File: src/rtl/param_shift_register_if.sv
// Bus bundle for param_shift_register: op controls, burst handshake and data paths.
// The master drives the request side; the slave (the shift register) returns data and status.
interface param_shift_register_if #(
    parameter int WIDTH = 16,
    parameter int STEP  = 1,
    parameter int CNT_W = 5
);
    logic             en;
    logic [2:0]       mode;
    logic             start;
    logic [CNT_W-1:0] count;
    logic [STEP-1:0]  ser_in;
    logic [WIDTH-1:0] data_in;
    logic [WIDTH-1:0] data_out;
    logic [STEP-1:0]  ser_out;
    logic             busy;
    logic             done;

    modport master (
        output en, mode, start, count, ser_in, data_in,
        input  data_out, ser_out, busy, done
    );

    modport slave (
        input  en, mode, start, count, ser_in, data_in,
        output data_out, ser_out, busy, done
    );
endinterface

File: src/rtl/param_shift_register.sv
// Universal shift register with single-step ops on en and FSM-driven multi-step bursts.
// The burst FSM latches its mode at start so the mode input is free while busy.
module param_shift_register #(
    parameter int WIDTH = 16,
    parameter int STEP  = 1,
    parameter int CNT_W = 5
) (
    input  logic                  clk,
    input  logic                  rst_n,
    param_shift_register_if.slave bus
);

    typedef enum logic [2:0] {
        M_HOLD = 3'd0,
        M_LOAD = 3'd1,
        M_SHL  = 3'd2,
        M_SHR  = 3'd3,
        M_ROL  = 3'd4,
        M_ROR  = 3'd5,
        M_ASR  = 3'd6,
        M_CLR  = 3'd7
    } mode_e;

    typedef enum logic {
        S_IDLE = 1'b0,
        S_RUN  = 1'b1
    } state_e;

    state_e           state_q, state_d;
    mode_e            lmode_q, lmode_d;
    logic [CNT_W-1:0] rem_q, rem_d;
    logic [WIDTH-1:0] data_q, data_d;
    logic             done_q, done_d;

    mode_e            act_mode;
    mode_e            in_mode;
    logic [WIDTH-1:0] op_result;
    logic             is_shift_mode;

    assign in_mode  = mode_e'(bus.mode);
    assign act_mode = (state_q == S_RUN) ? lmode_q : in_mode;

    // NOTE: every always_comb output gets a default first so no path can infer a latch.
    always_comb begin
        op_result = data_q;
        case (act_mode)
            M_LOAD:  op_result = bus.data_in;
            M_SHL:   op_result = {data_q[WIDTH-1-STEP:0], bus.ser_in};
            M_SHR:   op_result = {bus.ser_in, data_q[WIDTH-1:STEP]};
            M_ROL:   op_result = {data_q[WIDTH-1-STEP:0], data_q[WIDTH-1 -: STEP]};
            M_ROR:   op_result = {data_q[STEP-1:0], data_q[WIDTH-1:STEP]};
            M_ASR:   op_result = {{STEP{data_q[WIDTH-1]}}, data_q[WIDTH-1:STEP]};
            M_CLR:   op_result = '0;
            default: op_result = data_q;
        endcase
    end

    always_comb begin
        bus.ser_out = '0;
        case (act_mode)
            M_SHL, M_ROL:        bus.ser_out = data_q[WIDTH-1 -: STEP];
            M_SHR, M_ROR, M_ASR: bus.ser_out = data_q[STEP-1:0];
            default:             bus.ser_out = '0;
        endcase
    end

    assign is_shift_mode = (in_mode == M_SHL) || (in_mode == M_SHR) || (in_mode == M_ROL) ||
                           (in_mode == M_ROR) || (in_mode == M_ASR);

    // Burst activity outranks start, which outranks a plain single op.
    always_comb begin
        state_d = state_q;
        lmode_d = lmode_q;
        rem_d   = rem_q;
        data_d  = data_q;
        done_d  = 1'b0;
        case (state_q)
            S_IDLE: begin
                if (bus.start) begin
                    if (bus.count == '0) begin
                        done_d = 1'b1;
                    end else if (is_shift_mode) begin
                        lmode_d = in_mode;
                        rem_d   = bus.count;
                        state_d = S_RUN;
                    end else begin
                        data_d = op_result;
                        done_d = 1'b1;
                    end
                end else if (bus.en) begin
                    data_d = op_result;
                end
            end
            S_RUN: begin
                if (bus.en) begin
                    data_d = op_result;
                    rem_d  = rem_q - CNT_W'(1);
                    if (rem_q == CNT_W'(1)) begin
                        state_d = S_IDLE;
                        done_d  = 1'b1;
                    end
                end
            end
            default: state_d = S_IDLE;
        endcase
    end

    // NOTE: sequential state uses non-blocking assignments so all registers update together.
    always_ff @(posedge clk or negedge rst_n) begin
        if (!rst_n) begin
            state_q <= S_IDLE;
            lmode_q <= M_HOLD;
            rem_q   <= '0;
            data_q  <= '0;
            done_q  <= 1'b0;
        end else begin
            state_q <= state_d;
            lmode_q <= lmode_d;
            rem_q   <= rem_d;
            data_q  <= data_d;
            done_q  <= done_d;
        end
    end

    assign bus.data_out = data_q;
    assign bus.busy     = (state_q == S_RUN);
    assign bus.done     = done_q;

endmodule

File: src/flat_wrapper.sv
// flat-port wrapper written by rule: the top's interface ports become plain ports
module param_shift_register_flat 
#(
    parameter int WIDTH = 16,
    parameter int STEP  = 1,
    parameter int CNT_W = 5
)
  (clk, rst_n, bus_en, bus_mode, bus_start, bus_count, bus_ser_in, bus_data_in, bus_data_out, bus_ser_out, bus_busy, bus_done);
  param_shift_register_if #(.WIDTH(WIDTH), .STEP(STEP), .CNT_W(CNT_W)) bus_i ();
  input  logic clk;
  input  logic rst_n;
  input wire logic [$bits(bus_i.en)-1:0] bus_en;
  input wire logic [$bits(bus_i.mode)-1:0] bus_mode;
  input wire logic [$bits(bus_i.start)-1:0] bus_start;
  input wire logic [$bits(bus_i.count)-1:0] bus_count;
  input wire logic [$bits(bus_i.ser_in)-1:0] bus_ser_in;
  input wire logic [$bits(bus_i.data_in)-1:0] bus_data_in;
  output wire logic [$bits(bus_i.data_out)-1:0] bus_data_out;
  output wire logic [$bits(bus_i.ser_out)-1:0] bus_ser_out;
  output wire logic [$bits(bus_i.busy)-1:0] bus_busy;
  output wire logic [$bits(bus_i.done)-1:0] bus_done;
  assign bus_i.en = bus_en;
  assign bus_i.mode = bus_mode;
  assign bus_i.start = bus_start;
  assign bus_i.count = bus_count;
  assign bus_i.ser_in = bus_ser_in;
  assign bus_i.data_in = bus_data_in;
  assign bus_data_out = bus_i.data_out;
  assign bus_ser_out = bus_i.ser_out;
  assign bus_busy = bus_i.busy;
  assign bus_done = bus_i.done;
  param_shift_register #(.WIDTH(WIDTH), .STEP(STEP), .CNT_W(CNT_W)) u_core (.clk(clk), .rst_n(rst_n), .bus(bus_i));
endmodule
File: config.mk
export PLATFORM = sky130hd
export DESIGN_NAME = param_shift_register_flat
export DESIGN_NICKNAME = d
export VERILOG_FILES = /design/src/rtl/param_shift_register_if.sv /design/src/rtl/param_shift_register.sv /design/src/flat_wrapper.sv
export SDC_FILE = /design/constraint.sdc
export NUM_CORES = 1
export LEC_CHECK = 0
export CAP_MARGIN = 20
export CORE_AREA = 2 2 55 108
export CTS_BUF_LIST = sky130_fd_sc_hd__clkbuf_16
export DETAILED_ROUTE_END_ITERATION = 12
export DIE_AREA = 0 0 57 110
export SLEW_MARGIN = 20
export SYNTH_ARGS = -nofsm -noshare
export SYNTH_HDL_FRONTEND = slang
export SYNTH_SLANG_ARGS = --single-unit
File: constraint.sdc
create_clock -name clk -period 2 [get_ports clk]
set_input_delay 0.4 -clock clk [delete_from_list [all_inputs] [get_ports clk]]
set_output_delay 0.4 -clock clk [all_outputs]
set_load 0.02 [all_outputs]
==> flow_summary.toml, run 1 <==
[worst_setup_path]
path_class = "reg -> out"
cp-end-kind = "primary output"
crit_arrival_ps = 1670
reg2reg_slack_ps = 40
critPathMaxFanout = 6
start_kind = "flip-flop"
r2r-end = "u_core.bus.data_out[9]$_DFFE_PN0P_"
timing.rr.start = "u_core.bus.busy$_DFF_PN0_"
critPathRequiredTime_ps = 1600
reg2reg_depth = 5

[pwr]
clockPowerShare_pct = 11.3
pwr_density_cell_mw_per_mm2 = 1500
p_int_uw = 2370
switching_share_pct = 42.3
switching_power_uw = 1740
ir_worst_vdd_v = 0.000758
power_frac_seq_pct = 22.6
combinationalPowerShare_pct = 66.1
p_leak_uw = 0.00116

[drt]
drc = 0
dr_total_vias = 1782
wirelength_um = 5340
postRouteAntennaNets = 0
wl_per_cell_um = 16.5
first_iter_violations = 58
via_per_inst = 5.50
drtPass1Iterations = 4

[clock_tree]
clk_path_buf_depth = 2
clkSinkCount = 26
cts_max_level = 1
cts_made_buffers = 3
clk-insertion-delay-late_ps = 270
cts_tree = "yes"
cts_root_buf = "clkbuf_16"
clk_pin_slew_worst_paths_ps = 70
cts_hold_buf = 0

[timing]
finalHoldViolCount = 0
timing.fmax_mhz = 484
fin_skew_ps = 3.76
setup_viol_count_final = 1
setup_slack_ps = -66.3
tightest_slew_ps = 436
finalCritPeriodShare_pct = 103
post-route-min-period_ps = 2070
drv_slew = 0
max_slew_margin_pct = 70.6
finalSetupTns_ps = -66.3
rsz0062_at_grt = "true"

[yosys]
synth_cell_types = 46
synth_fp_nets = 220
synth-main-ff-cell = "dfrtp_1"
synth_area_mm2 = 0.00183
synth_edf_count = 0
syn-instance-count = 189
ys_ff_latch = 26
yosysSeqAreaShare_pct = 35.6
syn_area_per_cell_um2 = 9.67
yosysWarnings = 0
async_reset_ff_share_pct = 100

[cells_and_area]
fin_area_mm2 = 0.00273
multi_input_area_mm2 = 0.00117
nets = 296
fin_cells = 324
post_route_cells_drive_above_1_share_pct = 26.5
diodes = 0
syn_to_final_growth_pct = 49.7
final-seq-area_um2 = 652
fill_cells = 543

[place]
post-place-cells = 315
gp_congestion = 0.779
placed_cell_area_mm2 = 0.00254
portBuffers = 47
pre_cts_slack_ps = -543
dpl.hpwl_um = 3860

[job]
drv_cap = 0

[floorplanning]
fp-row-count = 38
die-area_mm2 = 0.00627
die_w_um = 57
io_pins = 48
die_h_um = 110
start_util_pct = 33.7
core_area_mm2 = 0.00542

[grt]
grt_pass1_wl_um = 8640
track_usage_pct = 18.0
overflow = 0
grt_pass1_vias = 1899
grt_max_degree = 27
antenna_found_initial = 0

[outcome]
violations = "setup timing"
status = "complete, but fails checks"

[min_path]
hold_class = "in -> async"
## kinds of logic (layout without fill, tap and decap cells)
| group | after synthesis | in the layout | synth area share, % |
|---|---|---|---|
| AND/OR/NAND/NOR | 66 | 67 | 16.7 |
| AO/OA/AOI/OAI | 54 | 55 | 21.0 |
| flip-flops | 26 | 26 | 35.6 |
| multiplexers | 24 | 24 | 17.1 |
| buffers and inverters | 14 | 87 | 5.82 |
| XOR/XNOR | 3 | 3 | 2.47 |
| adder cells (fa/ha/maj) | 2 | 2 | 1.37 |
## metal layers
layer,wire [µm],global-route usage [%],up-vias,share of wire (%)
li1,-,-,855,-
met4,235,12.6,0,4.4
met1,1860,16.8,857,35
met5,0,0,-,0
met2,3030,34.3,55,57
met3,216,2.80,15,4.0
## how the worst max path moves through the flow
stage | to | slack [ps] | cells after the start | from
after CTS | bus_ser_out | -30 | 4 | u_core.bus.busy$_DFF_PN0_
after floorplan | bus_ser_out | -0.7 | 7 | u_core.bus.busy$_DFF_PN0_
after detailed placement | bus_ser_out | -540 | 6 | bus_mode[0]
after global routing | bus_ser_out | -110 | 5 | u_core.bus.busy$_DFF_PN0_
final | bus_ser_out | -70 | 5 | u_core.bus.busy$_DFF_PN0_
after global placement | bus_ser_out | -530 | 6 | bus_mode[0]
## power groups by stage
stage	logic, µW	clock network [µW]	registers (µW)
after floorplan	1630	0	996
after global placement	2430	0	934
after detailed placement	2460	0	937
after CTS	2590	475	929
after global routing	2950	498	956
final	2720	464	930
## synth_stat cells, types with 2 or more instances
library cell	instances	area share [%]
ha_1	2	1.4
nand3_1	4	1.1
mux2i_1	2	1.1
o211ai_1	2	0.82
o22ai_1	3	1.0
mux2i_4	2	2.5
nor3_1	4	1.1
nand4b_1	2	0.96
inv_1	3	0.62
nand3b_1	2	0.82
nand2_1	36	7.4
dfrtp_1	26	36
buf_6	4	2.5
nor2_1	9	1.8
mux2_1	2	1.2
buf_2	3	0.82
o21ai_0	4	1.1
a31oi_1	3	1.0
xnor2_1	2	0.96
o31a_1	2	0.96
mux2_4	5	4.1
a21oi_1	20	5.5
mux2_2	12	7.4
a221o_1	13	7.1
## final cells by class
type	instances	area share, %
clock inverter	1	0.137
clock buffer	3	2.75
inverter	4	0.549
timing repair buffer	79	27.1
tap	60	2.75
multi-input combinational	151	42.8
sequential	26	23.8
## sequential cells by signal, indices dropped and copies added (netlist names)
| name | count |
|---|---|
| u_core.bus.busy | 1 |
| u_core.bus.data_out | 16 |
| u_core.lmode_q | 3 |
| u_core.rem_q | 5 |
| u_core.bus.done | 1 |
## cell usage in the layout, fill, tap and decap left out, types with 2 or more instances in the layout
master,instances
clkinv_1,2
o31a_1,2
mux2_2,3
nor3_2,2
buf_4,27
a21oi_1,18
clkbuf_16,3
nand3b_1,2
mux2_4,14
buf_6,3
nor2_1,8
nand2_1,36
a221o_1,13
xnor2_1,2
buf_12,2
o211ai_1,2
and3_4,2
nor2_4,2
nand3_1,4
a21oi_2,2
mux2i_4,2
ha_1,2
o21bai_4,2
a31oi_1,3
clkdlybuf4s50_1,38
mux2i_1,2
inv_1,3
dfrtp_1,25
o22ai_1,3
o21ai_0,3
mux2_1,2
nand4b_1,2
nor3_1,3
dlygate4sd2_1,8
## worst max-delay path, stage by stage, from the launching register on
cell	delay (ps)
dfrtp_2	490
mux2_4	370
nor2_4	100
a21oi_1	60
o21ai_2	220
buf_6	150
## per-stage QoR
step	total power (µW)	util, %	hold slack, ps
floorplan	2630	-	104
global placement	3360	46.9	527
detailed placement	3390	46.9	534
CTS	3990	49.4	527
global route	4410	50.4	546
finish	4110	50.4	505
## what timing repair did
item	CTS	global route
cloned	1	1
resized for setup	27	8
endpoints found under the setup margin	23	19
setup buffers	1	2
pin swaps	4	2
Note: power is estimated with default switching activity, not from simulation.
==> run 2: changes to the inputs <==
REMOVE_ABC_BUFFERS = 1   (was default)
==> run 2 against run 1 <==
Effect of this change:
- the run now ends clean
- clock power is 3% lower
- final cell count down 0.31%
- sequential share of layout area down 0.054 points
- final area increased by 0.23%
- total power rose by 1.1%
- critical path depth rose by 1
- sequential power fell by 0.6%
- non-clock buffer count grew 1
- critical endpoint is now u_core.bus.data_out[3]$_DFFE_PN0P_
==> flow_summary.toml, run 2 (synthesis gave the netlist of run 1 again) <==
[cells_and_area]
multi_input_area_mm2 = 0.00115
post_route_cells_drive_above_1_share_pct = 26.6
diodes = 0
final-seq-area_um2 = 652
fin_area_mm2 = 0.00274
syn_to_final_growth_pct = 50.0
fin_cells = 323
nets = 296
layout_commonest_cell = "clkdlybuf4s50_1"
layout_common_cells = "clkdlybuf4s50_1 (38), nand2_1 (36), buf_4 (28)"
fill_cells = 577
post-route-util_pct = 50.6
largest_reg_flops = 16

[clock_tree]
cts_tree = "yes"
cts_root_buf = "clkbuf_16"
clkSinkCount = 26
clk_path_buf_depth = 2
cts_max_level = 1
cts_made_buffers = 3
clk_pin_slew_worst_paths_ps = 70
clk-insertion-delay-late_ps = 260

[pwr]
switching_share_pct = 41.1
pwr_density_cell_mw_per_mm2 = 1520
power_uw = 4160
ir_worst_vdd_v = 0.000986
power_frac_seq_pct = 22.2
p_leak_uw = 0.00117
combinationalPowerShare_pct = 67.0
clockPowerShare_pct = 10.8
switching_power_uw = 1710
p_int_uw = 2450

[worst_setup_path]
r2r-end = "u_core.bus.data_out[3]$_DFFE_PN0P_"
timing.rr.start = "u_core.bus.busy$_DFF_PN0_"
slowest_delay_ps = 480
cp-end-kind = "flip-flop"
critPathMaxFanout = 14
reg2reg_depth = 6
path_class = "reg -> reg"
path_cells = "mux2_4 -> buf_12 -> and3_4 -> buf_12 -> a221o_1 -> mux2_4"
reg2reg_slack_ps = 40
cp_slowest_cell = "dfrtp_2"
start_kind = "flip-flop"
critPathTopFamily = "multiplexers"
critPathRequiredTime_ps = 2150
path_buf_inv = 2
crit_arrival_ps = 2100

[timing]
tightest_slew_ps = 614
finalSetupTns_ps = 0
drv_slew = 0
fin_skew_ps = 4.65
setup_viol_count_final = 0
post-route-min-period_ps = 1960
rsz0062_at_grt = "true"
max_slew_margin_pct = 59.1
finalHoldViolCount = 0
finalCritPeriodShare_pct = 97.9
timing.fmax_mhz = 511

[drt]
wl_per_cell_um = 16.5
dr_total_vias = 1762
drc = 0
postRouteAntennaNets = 0
drtPass1Iterations = 4
first_iter_violations = 40
via_per_inst = 5.46
wirelength_um = 5340

[job]
drv_cap = 0

[min_path]
hold_class = "in -> async"

[grt]
grt_pass1_wl_um = 8430
grt_pass1_vias = 1821
antenna_found_initial = 0
grt_max_degree = 27
overflow = 0
track_usage_pct = 17.2

[floorplanning]
core_area_mm2 = 0.00542
start_util_pct = 33.7
die-area_mm2 = 0.00627
die_h_um = 110
fp-row-count = 38
io_pins = 48
die_w_um = 57

[place]
post-place-cells = 313
dpl.hpwl_um = 3740
placed_cell_area_mm2 = 0.00251
portBuffers = 47
gp_congestion = 0.749

[outcome]
status = "finished clean"
-- run 2: cell count changes in the layout (fill, tap and decap cells not counted), sizes merged --
| cell | change |
|---|---|
| and3 | -1 |
| buf | +1 |
| clkdlybuf4s15 | +2 |
| clkinv | -1 |
| dlygate4sd2 | -3 |
| dlymetal6s2s | +1 |
-- run 2: layer usage --
layer | routed length (µm) | vias up | track usage [%]
li1 | - | 853 | -
met5 | 0 | - | 0
met1 | 1920 | 861 | 17.3
met3 | 153 | 7 | 1.98
met4 | 60 | 0 | 5.65
met2 | 3200 | 41 | 35.1
-- run 2: worst reg2reg max path, delay by kind of cell (launching register included) --
family                 cells  cell delay, ps
multiplexers               2             630
AND/OR/NAND/NOR            1             150
flip-flops                 1             480
AO/OA/AOI/OAI              1             290
buffers and inverters      2             280
-- run 2: worst max-delay path by stage --
stage,startpoint,to,slack (ps),cells after the start
2_1_floorplan,u_core.bus.busy$_DFF_PN0_,bus_ser_out,-470,4
3_3_place_gp,bus_mode[2],u_core.lmode_q[0]$_DFFE_PN0P_,-490,6
3_5_place_dp,bus_mode[0],bus_ser_out,-490,6
4_1_cts,u_core.bus.busy$_DFF_PN0_,bus_ser_out,-20,5
5_1_grt,u_core.bus.busy$_DFF_PN0_,bus_ser_out,-20,5
6_report,u_core.bus.busy$_DFF_PN0_,u_core.bus.data_out[3]$_DFFE_PN0P_,40,6
-- run 2: per-stage QoR --
step	hold WS (ps)	worst slack [ps]
detailed placement	544	-494
CTS	540	-23.2
global route	555	-16.4
floorplan	104	-474
global placement	525	-494
finish	515	41.8
-- run 2: final cells by class --
cell class	instances	share of cell area, %
sequential	26	23.8
tap	60	2.74
multi-input combinational	150	42.1
timing repair buffer	80	28.1
inverter	4	0.548
clock buffer	3	2.74
-- run 2: power by group through the flow --
stage	logic (µW)	clock network, µW	registers [µW]
CTS	2600	455	919
global placement	2420	0	924
floorplan	1390	0	1030
finish	2790	451	924
detailed placement	2470	0	924
global route	3010	469	948
-- run 2: timing repair --
| item | 4_1_cts | 5_1_grt |
|---|---|---|
| cloned | 1 | 0 |
| endpoints found under the setup margin | 23 | 19 |
| endpoints found under the hold margin | 0 | 0 |
| buffers inserted | 2 | 4 |
| gates resized for setup | 24 | 18 |
| hold buffers | 0 | 0 |
| pin swaps | 1 | 3 |
